$ cat src/rtl/door_sequencer.sv
// door_sequencer: open/dwell/close door FSM with per-phase timers, obstruction reversal limit
// and a door_closed motion interlock. Define DOOR_BLINK_EN for a flashing door_blink lamp.
module door_sequencer #(
    parameter int unsigned      CNT_W        = 26,
    parameter logic [CNT_W-1:0] OPEN_TIME    = 26'd5000000,
    parameter logic [CNT_W-1:0] DWELL_TIME   = 26'd25000000,
    parameter logic [CNT_W-1:0] CLOSE_TIME   = 26'd5000000,
    parameter logic [CNT_W-1:0] BLINK_PERIOD = 26'd2500000,
    parameter int unsigned      MAX_REOPEN   = 3
) (
    input  logic clk,
    input  logic rst,
    input  logic floor_reached,
    input  logic moving_up,
    input  logic moving_down,
    input  logic open_btn,
    input  logic close_btn,
    input  logic obstruct,
    output logic door_open,
    output logic door_closed,
    output logic door_blink,
    output logic reopen_fault
);

    localparam int unsigned RevW = (MAX_REOPEN < 1) ? 1 : $clog2(MAX_REOPEN + 1);
    localparam logic [RevW:0] RevMax = (RevW + 1)'(MAX_REOPEN);

    typedef enum logic [1:0] {
        StClosed,
        StOpening,
        StOpen,
        StClosing
    } state_e;

    state_e           state_q, state_d;
    logic [CNT_W-1:0] timer_q, timer_d;
    logic [CNT_W:0]   timer_inc;
    logic [RevW-1:0]  rev_cnt_q, rev_cnt_d;
    logic             served_q, served_d;
    logic             fault_q, fault_d;
    logic             door_open_q, door_closed_q;
    logic             door_blink_q, door_blink_d;
    logic             idle, restart, served_set, rev_limit;

    assign idle      = floor_reached & ~moving_up & ~moving_down;
    assign timer_inc = {1'b0, timer_q} + (CNT_W + 1)'(1);
    assign rev_limit = ({1'b0, rev_cnt_q} + (RevW + 1)'(1)) >= RevMax;

    always_comb begin
        state_d    = state_q;
        rev_cnt_d  = rev_cnt_q;
        fault_d    = fault_q;
        restart    = 1'b0;
        served_set = 1'b0;
        unique case (state_q)
            StClosed: begin
                if (idle && (!served_q || open_btn)) begin
                    state_d = StOpening;
                end
            end
            StOpening: begin
                if (timer_inc >= {1'b0, OPEN_TIME}) begin
                    state_d = StOpen;
                end
            end
            StOpen: begin
                // Obstruction keeps restarting dwell, which also holds a faulted door open.
                if (open_btn || obstruct) begin
                    restart = 1'b1;
                end else if (close_btn || (timer_inc >= {1'b0, DWELL_TIME})) begin
                    state_d    = StClosing;
                    served_set = 1'b1;
                end
            end
            StClosing: begin
                if (obstruct || open_btn) begin
                    if (rev_limit) begin
                        fault_d   = 1'b1;
                        rev_cnt_d = RevMax[RevW-1:0];
                        state_d   = StOpen;
                    end else begin
                        rev_cnt_d = rev_cnt_q + RevW'(1);
                        state_d   = StOpening;
                    end
                end else if (timer_inc >= {1'b0, CLOSE_TIME}) begin
                    state_d    = StClosed;
                    served_set = 1'b1;
                    rev_cnt_d  = '0;
                    fault_d    = 1'b0;
                end
            end
            default: state_d = StClosed;
        endcase
    end

    always_comb begin
        if ((state_d != state_q) || restart) begin
            timer_d = '0;
        end else if (timer_inc[CNT_W]) begin
            timer_d = timer_q;
        end else begin
            timer_d = timer_inc[CNT_W-1:0];
        end
        // Leaving the stop re-arms the automatic opening for the next floor.
        served_d = idle & (served_q | served_set);
    end

`ifdef DOOR_BLINK_EN
    logic [CNT_W-1:0] blink_cnt_q, blink_cnt_d;
    logic [CNT_W:0]   blink_inc;

    assign blink_inc = {1'b0, blink_cnt_q} + (CNT_W + 1)'(1);

    always_comb begin
        blink_cnt_d  = blink_cnt_q;
        door_blink_d = door_blink_q;
        if (state_d != state_q) begin
            blink_cnt_d  = '0;
            door_blink_d = (state_d != StClosed);
        end else if (state_q == StOpen) begin
            door_blink_d = 1'b1;
        end else if (state_q == StClosed) begin
            door_blink_d = 1'b0;
        end else if (blink_inc >= {1'b0, BLINK_PERIOD}) begin
            blink_cnt_d  = '0;
            door_blink_d = ~door_blink_q;
        end else begin
            blink_cnt_d = blink_inc[CNT_W-1:0];
        end
    end

    always_ff @(posedge clk) begin
        if (rst) begin
            blink_cnt_q <= '0;
        end else begin
            blink_cnt_q <= blink_cnt_d;
        end
    end
`else
    assign door_blink_d = (state_d == StOpening) || (state_d == StOpen);
`endif

    always_ff @(posedge clk) begin
        if (rst) begin
            state_q       <= StClosed;
            timer_q       <= '0;
            rev_cnt_q     <= '0;
            served_q      <= 1'b0;
            fault_q       <= 1'b0;
            door_open_q   <= 1'b0;
            door_closed_q <= 1'b1;
            door_blink_q  <= 1'b0;
        end else begin
            state_q       <= state_d;
            timer_q       <= timer_d;
            rev_cnt_q     <= rev_cnt_d;
            served_q      <= served_d;
            fault_q       <= fault_d;
            door_open_q   <= (state_d == StOpening) || (state_d == StOpen);
            door_closed_q <= (state_d == StClosed);
            door_blink_q  <= door_blink_d;
        end
    end

    assign door_open    = door_open_q;
    assign door_closed  = door_closed_q;
    assign door_blink   = door_blink_q;
    assign reopen_fault = fault_q;

endmodule

$ cat config.mk
export PLATFORM = sky130hd
export DESIGN_NAME = door_sequencer
export DESIGN_NICKNAME = d
export VERILOG_FILES = /design/src/rtl/door_sequencer.sv
export SDC_FILE = /design/constraint.sdc
export NUM_CORES = 1
export LEC_CHECK = 0
export ABC_CLOCK_PERIOD_IN_PS = 4700
export CAP_MARGIN = 15
export CORE_ASPECT_RATIO = 2
export CORE_UTILIZATION = 60
export CTS_CLUSTER_SIZE = 8
export DETAILED_ROUTE_END_ITERATION = 16
export HOLD_SLACK_MARGIN = 0.03
export PLACE_DENSITY = 0.85
export RECOVER_POWER = 100
export SYNTH_ARGS = -nofsm -noshare
export SYNTH_HDL_FRONTEND = slang
export SYNTH_SLANG_ARGS = --single-unit
$ cat constraint.sdc
create_clock -name clk -period 4.7 [get_ports clk]
set_clock_uncertainty 0.2 [all_clocks]
set_input_delay 0.94 -clock clk [delete_from_list [all_inputs] [get_ports clk]]
set_output_delay 0.94 -clock clk [all_outputs]
set_load 0.02 [all_outputs]
* Yosys cells after proc, flatten, opt, wreduce, memory -nomap -nowiden
Cells that the tools add are included.
** Word-level totals
- Output and inout bits :: 4
- Flip-flop bits (word level) :: 34
- Word-level logic and storage cells :: 60
- Input bits :: 8
** Operators by class
- Bitwise operators :: 6
- Multiplexer cells :: 21
- Magnitude comparators :: 3
- Equal/unequal tests :: 7
- Add/sub/neg operators :: 3
- Reductions and logical operators :: 13
** Operator list (count)
- $add A26 B1 Y27 const B :: 1
- $ge A27 B23 Y1 const B :: 1
- $ge A27 B25 Y1 const B :: 1
- $mux W2 :: 10
- $mux W1 :: 9
- $pmux W2 S4 :: 1
- $eq A2 B2 Y1 const B :: 3
- $logic_or A1 B1 Y1 :: 5
- $eq A2 B1 Y1 const B :: 2
- $logic_not A2 Y1 :: 2
- $add A2 B1 Y3 const B :: 1
- $and A1 B1 Y1 :: 3
- $ge A3 B2 Y1 const B :: 1
- $reduce_and A3 Y1 :: 1
- $add A2 B1 Y2 const B :: 1
- $ne A2 B2 Y1 :: 1
- $ne A2 B2 Y1 const B :: 1
- $not A1 Y1 :: 2
- $pmux W1 S2 :: 1
- $reduce_and A2 Y1 :: 1
- $reduce_bool A2 Y1 :: 1
- $reduce_or A2 Y1 :: 1
- $logic_and A1 B1 Y1 :: 1
- $logic_not A1 Y1 :: 1
- $or A1 B1 Y1 :: 1

* Logic depth before layout (Yosys ltp)
Gate-level depths: netlist (run 1).
- Depth after elaboration :: 9
- Gate-level depth with buffers :: 14
- Gate-level depth less buffers :: 11

* Least setup slack after synthesis (run 1)
Ideal clock, no wire load.
- Path kind :: register -> register
- Start point :: register timer_q[0]
- End point :: register door_closed_q, in the netlist door_closed
- Setup time :: 0.123 ns
- Cell stages (with the launch flop) :: 14
- Arrival :: 3.313 ns
- Path buffers :: 2
- Path slack :: 1.063 ns
- Cells stage by stage :: dfxtp_1 > ha_1 > nand3_1 > or4_1 > buf_2 > or4_4 > xor2_1 > o31ai_1 > nor4_4 > a21boi_2 > buf_4 > a21o_1 > ha_1 > or2_2
** On the way
- Word-level cells in the longest chain between the ends :: 7
** RTL lines
- from (decl) :: RTL line 36 : logic [CNT_W-1:0] timer_q, timer_d;
- from (signal assigned) :: RTL line 155 : timer_q <= timer_d;
- $add A26 B1 Y27 (*) :: RTL line 46 : assign timer_inc = {1'b0, timer_q} + (CNT_W + 1)'(1);
- $ge A27 B25 Y1 :: RTL line 70 : end else if (close_btn || (timer_inc >= {1'b0, DWELL_TIME})) begin
- $logic_or A1 B1 Y1 :: RTL line 70
- $mux W2 :: RTL line 70
- $mux W2 :: RTL line 68 : if (open_btn || obstruct) begin
- $pmux W2 S4 (*) :: RTL line 55 : unique case (state_q)
- $logic_not A2 Y1 (*) :: RTL line 160 : door_closed_q <= (state_d == StClosed);
- to (signal assigned) :: RTL line 160
- to (decl) :: RTL line 41 : logic door_open_q, door_closed_q;
Every way passes the cells marked *; elsewhere a longest branch is shown, timed or not.
A chain may end at the register's enable or synchronous reset.

* Final worst setup path (run 1)
Same ends and word-level chain as after synthesis.

==> results of run 1 <==
==> worst paths after layout <==
check,end,slack [ns],cells after the start
worst max-delay path,door_closed,0.55,12
worst min-delay path,reopen_fault,0.31,2
worst max register to register,door_closed,0.55,12
worst min register to register,reopen_fault,0.31,2
==> metrics by stage <==
stage               cells  worst slack [ns]
floorplan             313              1.06
global placement      353             0.755
CTS                   361             0.635
finish                361             0.553
global route          361             0.258
detailed placement    353             0.661
==> cells by family after synthesis <==
family / Yosys count
adders and majority gates: 2
muxes: 4
and+or+nand+nor: 131
AOI/OAI and AO/OA: 81
xor gates and xnor gates: 22
buffers and inverters: 39
DFF: 34
==> cell type report <==
type	count	area [sq um]	share of cell area
well taps	51	63.8	0.0241
flip-flops and latches	34	681	0.257
repair buffers	19	166	0.0629
multi-input cells	240	1610	0.608
inverters	9	33.8	0.0128
clock buffers	7	86.3	0.0326
clock inverters	1	5.00	0.00189
==> flip-flops by register name (all words and copies together), names as in the netlist <==
name / cells
door_closed: 1
served_q: 1
timer_q: 26
reopen_fault: 1
door_blink: 1
state_q: 2
rev_cnt_q: 2
==> worst register-to-register path, cell delays in order, from the launching register on <==
cell and delay (ns):
dfxtp_1 0.40, ha_1 0.28, nand3_1 0.11, clkbuf_1 0.24
or4_1 0.67, o31a_1 0.31, a2111oi_0 0.48, o211ai_1 0.17
a31o_1 0.27, a21bo_2 0.22, a22o_1 0.25, ha_1 0.18
or2_2 0.26
==> power by group <==
group	switching (uW)	leakage (uW)	internal [uW]
combinational	17.1	0.000461	15.1
clock	105	0.0000482	118
sequential	4.58	0.000275	292
total	127	0.000784	425
==> placed cells by master (no fill, tap or decap), drive strengths merged, types with 3 or more instances in the layout <==
cell type      instances
a2111oi               21
nand3                 17
nor2                  20
or4                    6
mux2i                  3
dfxtp                 34
a31oi                  4
dlygate4sd3            4
buf                    7
nor3                  18
nand4                 14
or2                    3
o31a                   3
o21ai                 16
xor2                   7
o211ai                 3
clkdlybuf4s50          7
o31ai                  3
inv                    9
xnor2                 15
and3                   5
nand2                 21
a211oi                 5
or3                    3
clkbuf                 8
a21oi                  7
nor4                  10
nand2b                 6
==> routing by layer <==
layer	vias to the layer above	track usage
met5	-	0
met4	0	0.298
met3	47	0.0347
met2	88	0.624
met1	1214	0.339
li1	1193	-
==> results_dict.tcl, run 1 <==
set metrics [dict create \
    synth_flop_cell "dfxtp_1" \
    met3_length_um 191 \
    setup_viol 0 \
    ir_worst_vdd_mv 0.245 \
    powerDensity_nw_per_um2 209 \
    drt_pre_antenna_iters 4 \
    core_area_sq_um 3920 \
    max_slew_margin 0.509 \
    reg2reg_from "timer_q[0]" \
    vias 2542 \
    post_drt_wl_per_cell_um 19.4 \
    min_period_over_period 0.882 \
    finalHoldWorstSlack_ns 0.313 \
    synth_xor_area_frac 0.0806 \
    period_minus_slack_ns 4.15 \
    routed_wl_um 7010 \
    critPathMostFrequentCell "ha_1" \
    yosys.area_share.simple 0.291 \
    ant_nets 0 \
    place_congestion 0.977 \
    cts_max_level 2 \
    synthCells 313 \
    grt.total_usage 0.358 \
    post-cts-setup-buffers 0 \
    hold_viol_final 0 \
    synth_top_area_share 0.274 \
    design_area_sq_um 2650 \
    clock-root-buffer "clkbuf_8" \
    drive_above_1_share 0.0806 \
    clock_latency_ns 0.29 \
    hold_path.class "flop to flop" \
    clkTransAtPathRegs_ns 0.07 \
    areaGrowthSynthToFinish_pct 6.45 \
    critPathMaxStageDelay_ns 0.67 \
    fmax_ghz 0.241 \
    async_reset_ff_frac 0 \
    die_area_sq_um 4420 \
    clock_sinks 34 \
    post-route-drc-count 0 \
    critPathCaptureType "flop" \
    hold_buffers 0 \
    synth-compound-area-share 0.252 \
    synthTopCellsByArea "dfxtp_1, a2111oi_0, xnor2_1" \
    overflow 0 \
    ys_seq_area_frac 0.274 \
    grt_max_degree 28 \
    num_io_pins 12 \
    status "finished clean" \
    post_drt_via_cell_ratio 7.04 \
    maxCapViolCount 0 \
    wl_met1_um 2340 \
    final-max-slew-violation-count 0 \
    synth_top_family_by_area "simple AND/OR/NAND/NOR gates" \
    die_y_um 93.0 \
    syn_nets 323 \
    synth-edff-count 0 \
    syn_area_sq_um 2480 \
    grt_pass1_wl_um 11300 \
    ctsResizeCount 0 \
    dr_wl_met2_um 3830 \
    worstPathRequired_ns 4.67 \
    min_from "reopen_fault" \
    critical_path_buf_inv_count 1 \
    hpwl_um 5380 \
    antenna_found_initial 0 \
    ys_ff_latch 34 \
    synthAdderAreaFrac 0.0101 \
    synth_mux_area_frac 0.0166 \
    setup-tns-final_ns 0 \
    criticalPathCategory "flop to flop" \
    crit_fanout 12 \
    p_leak_uw 0.000784 \
    cpLargestDelayFamily "compound AO/OA/AOI/OAI gates" \
    worst_ep_arrival_time_ns 4.12 \
    place_area_sq_um 2560 \
    tightest_slew_ns 0.729 \
    yosys_warnings 0 \
    ys_types 55 \
    start_util 0.633 \
    path_cells "ha_1 > nand3_1 > clkbuf_1 > or4_1 > o31a_1 > a2111oi_0 > o211ai_1 > a31o_1 > a21bo_2 > a22o_1 > ha_1 > or2_2" \
    syn_avg_cell_area_sq_um 7.94 \
    startpoint_type "flop" \
    yosysMostFrequentCell "dfxtp_1" \
    synth_common_cells "dfxtp_1, nand2_1, nor2_1" \
    grt_pass1_vias 2490 \
    startpoint "timer_q[0]" \
    cts_tree "done" \
    clk_path_buf_depth 2 \
    io_buffers 11 \
    crit_slowest_cell "or4_1" \
    cts_made_buffers 5 \
    drt_iter0_markers 132 \
    dr.max_layer_used "met4" \
    diodes 0 \
    rows 32 \
    finalPower_uw 552 \
    final_core_util 0.674 \
    fill_cells 374 \
    yosys.area.top_type "dfxtp_1" \
    die_x_um 47.5 \
    rsz0062_at_grt "no" \
    fin_nets 319 \
]
Note: power is estimated with default switching activity, not from simulation.
==> run 2: changes to the inputs <==
- GPL_ROUTABILITY_DRIVEN: not set -> 0
==> results_dict.tcl, run 2 (synthesis results as in run 1) <==
set metrics [dict create \
    hold_viol_final 0 \
    rsz0062_at_grt "no" \
    clock_latency_ns 0.29 \
    vias 2538 \
    die_x_um 47.5 \
    cts_max_level 2 \
    powerDensity_nw_per_um2 209 \
    hpwl_um 5250 \
    worstPathRequired_ns 4.66 \
    start_util 0.633 \
    ant_nets 0 \
    grt.total_usage 0.357 \
    drive_above_1_share 0.0868 \
    overflow 0 \
    hold_buffers 0 \
    startpoint "timer_q[1]" \
    maxCapViolCount 0 \
    areaGrowthSynthToFinish_pct 6.80 \
    post_drt_wl_per_cell_um 19.3 \
    largest_register "timer_q" \
    diodes 0 \
    fin_nets 320 \
    placed_cells 354 \
    fin_cells 362 \
    die_area_sq_um 4420 \
    drt_iter0_markers 128 \
    startpoint_type "flop" \
    die_y_um 93.0 \
    setup_viol 0 \
    core_area_sq_um 3920 \
    drt_pre_antenna_iters 6 \
    crit_fanout 27 \
    top_regs "timer_q x26, rev_cnt_q x2, state_q x2" \
    rows 32 \
    clock-root-buffer "clkbuf_8" \
    antenna_found_initial 0 \
    final_cell_mix "dfxtp_1, nand2_1, a2111oi_0" \
    post-cts-setup-buffers 0 \
    max_slew_margin 0.506 \
    grt_max_degree 28 \
    tightest_slew_ns 0.740 \
    grt_pass1_vias 2492 \
    clkTransAtPathRegs_ns 0.07 \
    p_leak_uw 0.000793 \
    final-max-slew-violation-count 0 \
    clk_path_buf_depth 2 \
    final_common_cell "dfxtp_1" \
    clock_sinks 34 \
    routed_wl_um 6980 \
    criticalPathCategory "flop to flop" \
    io_buffers 11 \
    ctsResizeCount 0 \
    min_period_over_period 0.880 \
    reg2reg_from "timer_q[1]" \
    fmax_ghz 0.242 \
    post-route-drc-count 0 \
    largest_register_ffs 26 \
    status "finished clean" \
    period_minus_slack_ns 4.14 \
    fill_cells 358 \
    cts_made_buffers 5 \
    num_io_pins 12 \
    cts_tree "done" \
    worst_ep_arrival_time_ns 4.10 \
    critPathCaptureType "flop" \
    ir_worst_vdd_mv 0.211 \
    setup-tns-final_ns 0 \
    hold_path.class "flop to flop" \
    min_from "rev_cnt_q[0]" \
    grt_pass1_wl_um 11400 \
    post_drt_via_cell_ratio 7.01 \
]
==> run 2: cell count changes in the layout (fill, tap and decap cells not counted), sizes merged <==
| cell | previous run | this run |
|---|---|---|
| buf | 7 | 8 |
==> run 2: layout make-up <==
type | instances | area (sq um) | share of cell area
Tap cell | 51 | 63.8 | 0.0240
Clock inverter | 1 | 5.00 | 0.00189
Timing Repair Buffer | 20 | 175 | 0.0660
Inverter | 9 | 33.8 | 0.0127
Clock buffer | 7 | 86.3 | 0.0325
Sequential cell | 34 | 681 | 0.256
Multi-Input combinational cell | 240 | 1610 | 0.606
==> run 2: power breakdown <==
group / switching [uW] / total (uW) / leakage, uW / internal (uW)
combinational: 17.7 / 32.8 / 0.000470 / 15.1
sequential: 5.03 / 297 / 0.000275 / 292
clock: 106 / 225 / 0.0000482 / 118
==> run 2: layer usage <==
layer  vias to the layer above  part of all wire  track usage
met1                      1186              0.34        0.340
met5                         -                 0            0
li1                       1194                 -            -
met3                        45             0.046       0.0714
met2                       113              0.56        0.627
met4                         0             0.060        0.236
==> run 2: final timing paths <==
kind                  end  slack, ns  cells after the start
max            timer_q[4]       0.56                     10
min          rev_cnt_q[0]       0.33                      2
max reg2reg    timer_q[4]       0.56                     10
min reg2reg  rev_cnt_q[0]       0.33                      2
==> run 2: worst max-delay path, cell delays in order (launching register included) <==
cell and delay, ns:
dfxtp_1 0.40, ha_1 0.31, nand3_1 0.17, or4_1 0.66, or4_4 0.56, xor2_1 0.22, o31ai_1 0.14, nor4_4 0.30
a21boi_0 0.19, clkbuf_2 0.37, a2111oi_0 0.47
==> run 2: through the flow <==
stage | power, uW | hold slack [ns] | util | worst slack [ns] | instance area, sq um
2_1_floorplan | 323 | 0.282 | - | 1.06 | 2480
3_3_place_gp | 335 | 0.298 | 0.655 | 0.770 | 2570
3_5_place_dp | 337 | 0.317 | 0.655 | 0.736 | 2570
4_1_cts | 558 | 0.328 | 0.679 | 0.710 | 2660
6_report | 554 | 0.327 | 0.676 | 0.562 | 2650
5_1_grt | 573 | 0.356 | 0.676 | 0.237 | 2650
==> run 3: changes to the inputs <==
- GPL_ROUTABILITY_DRIVEN: 0 -> not set
==> results of run 3 <==
Same layout as run 1: the final DEF is identical, and so are final timing and power.
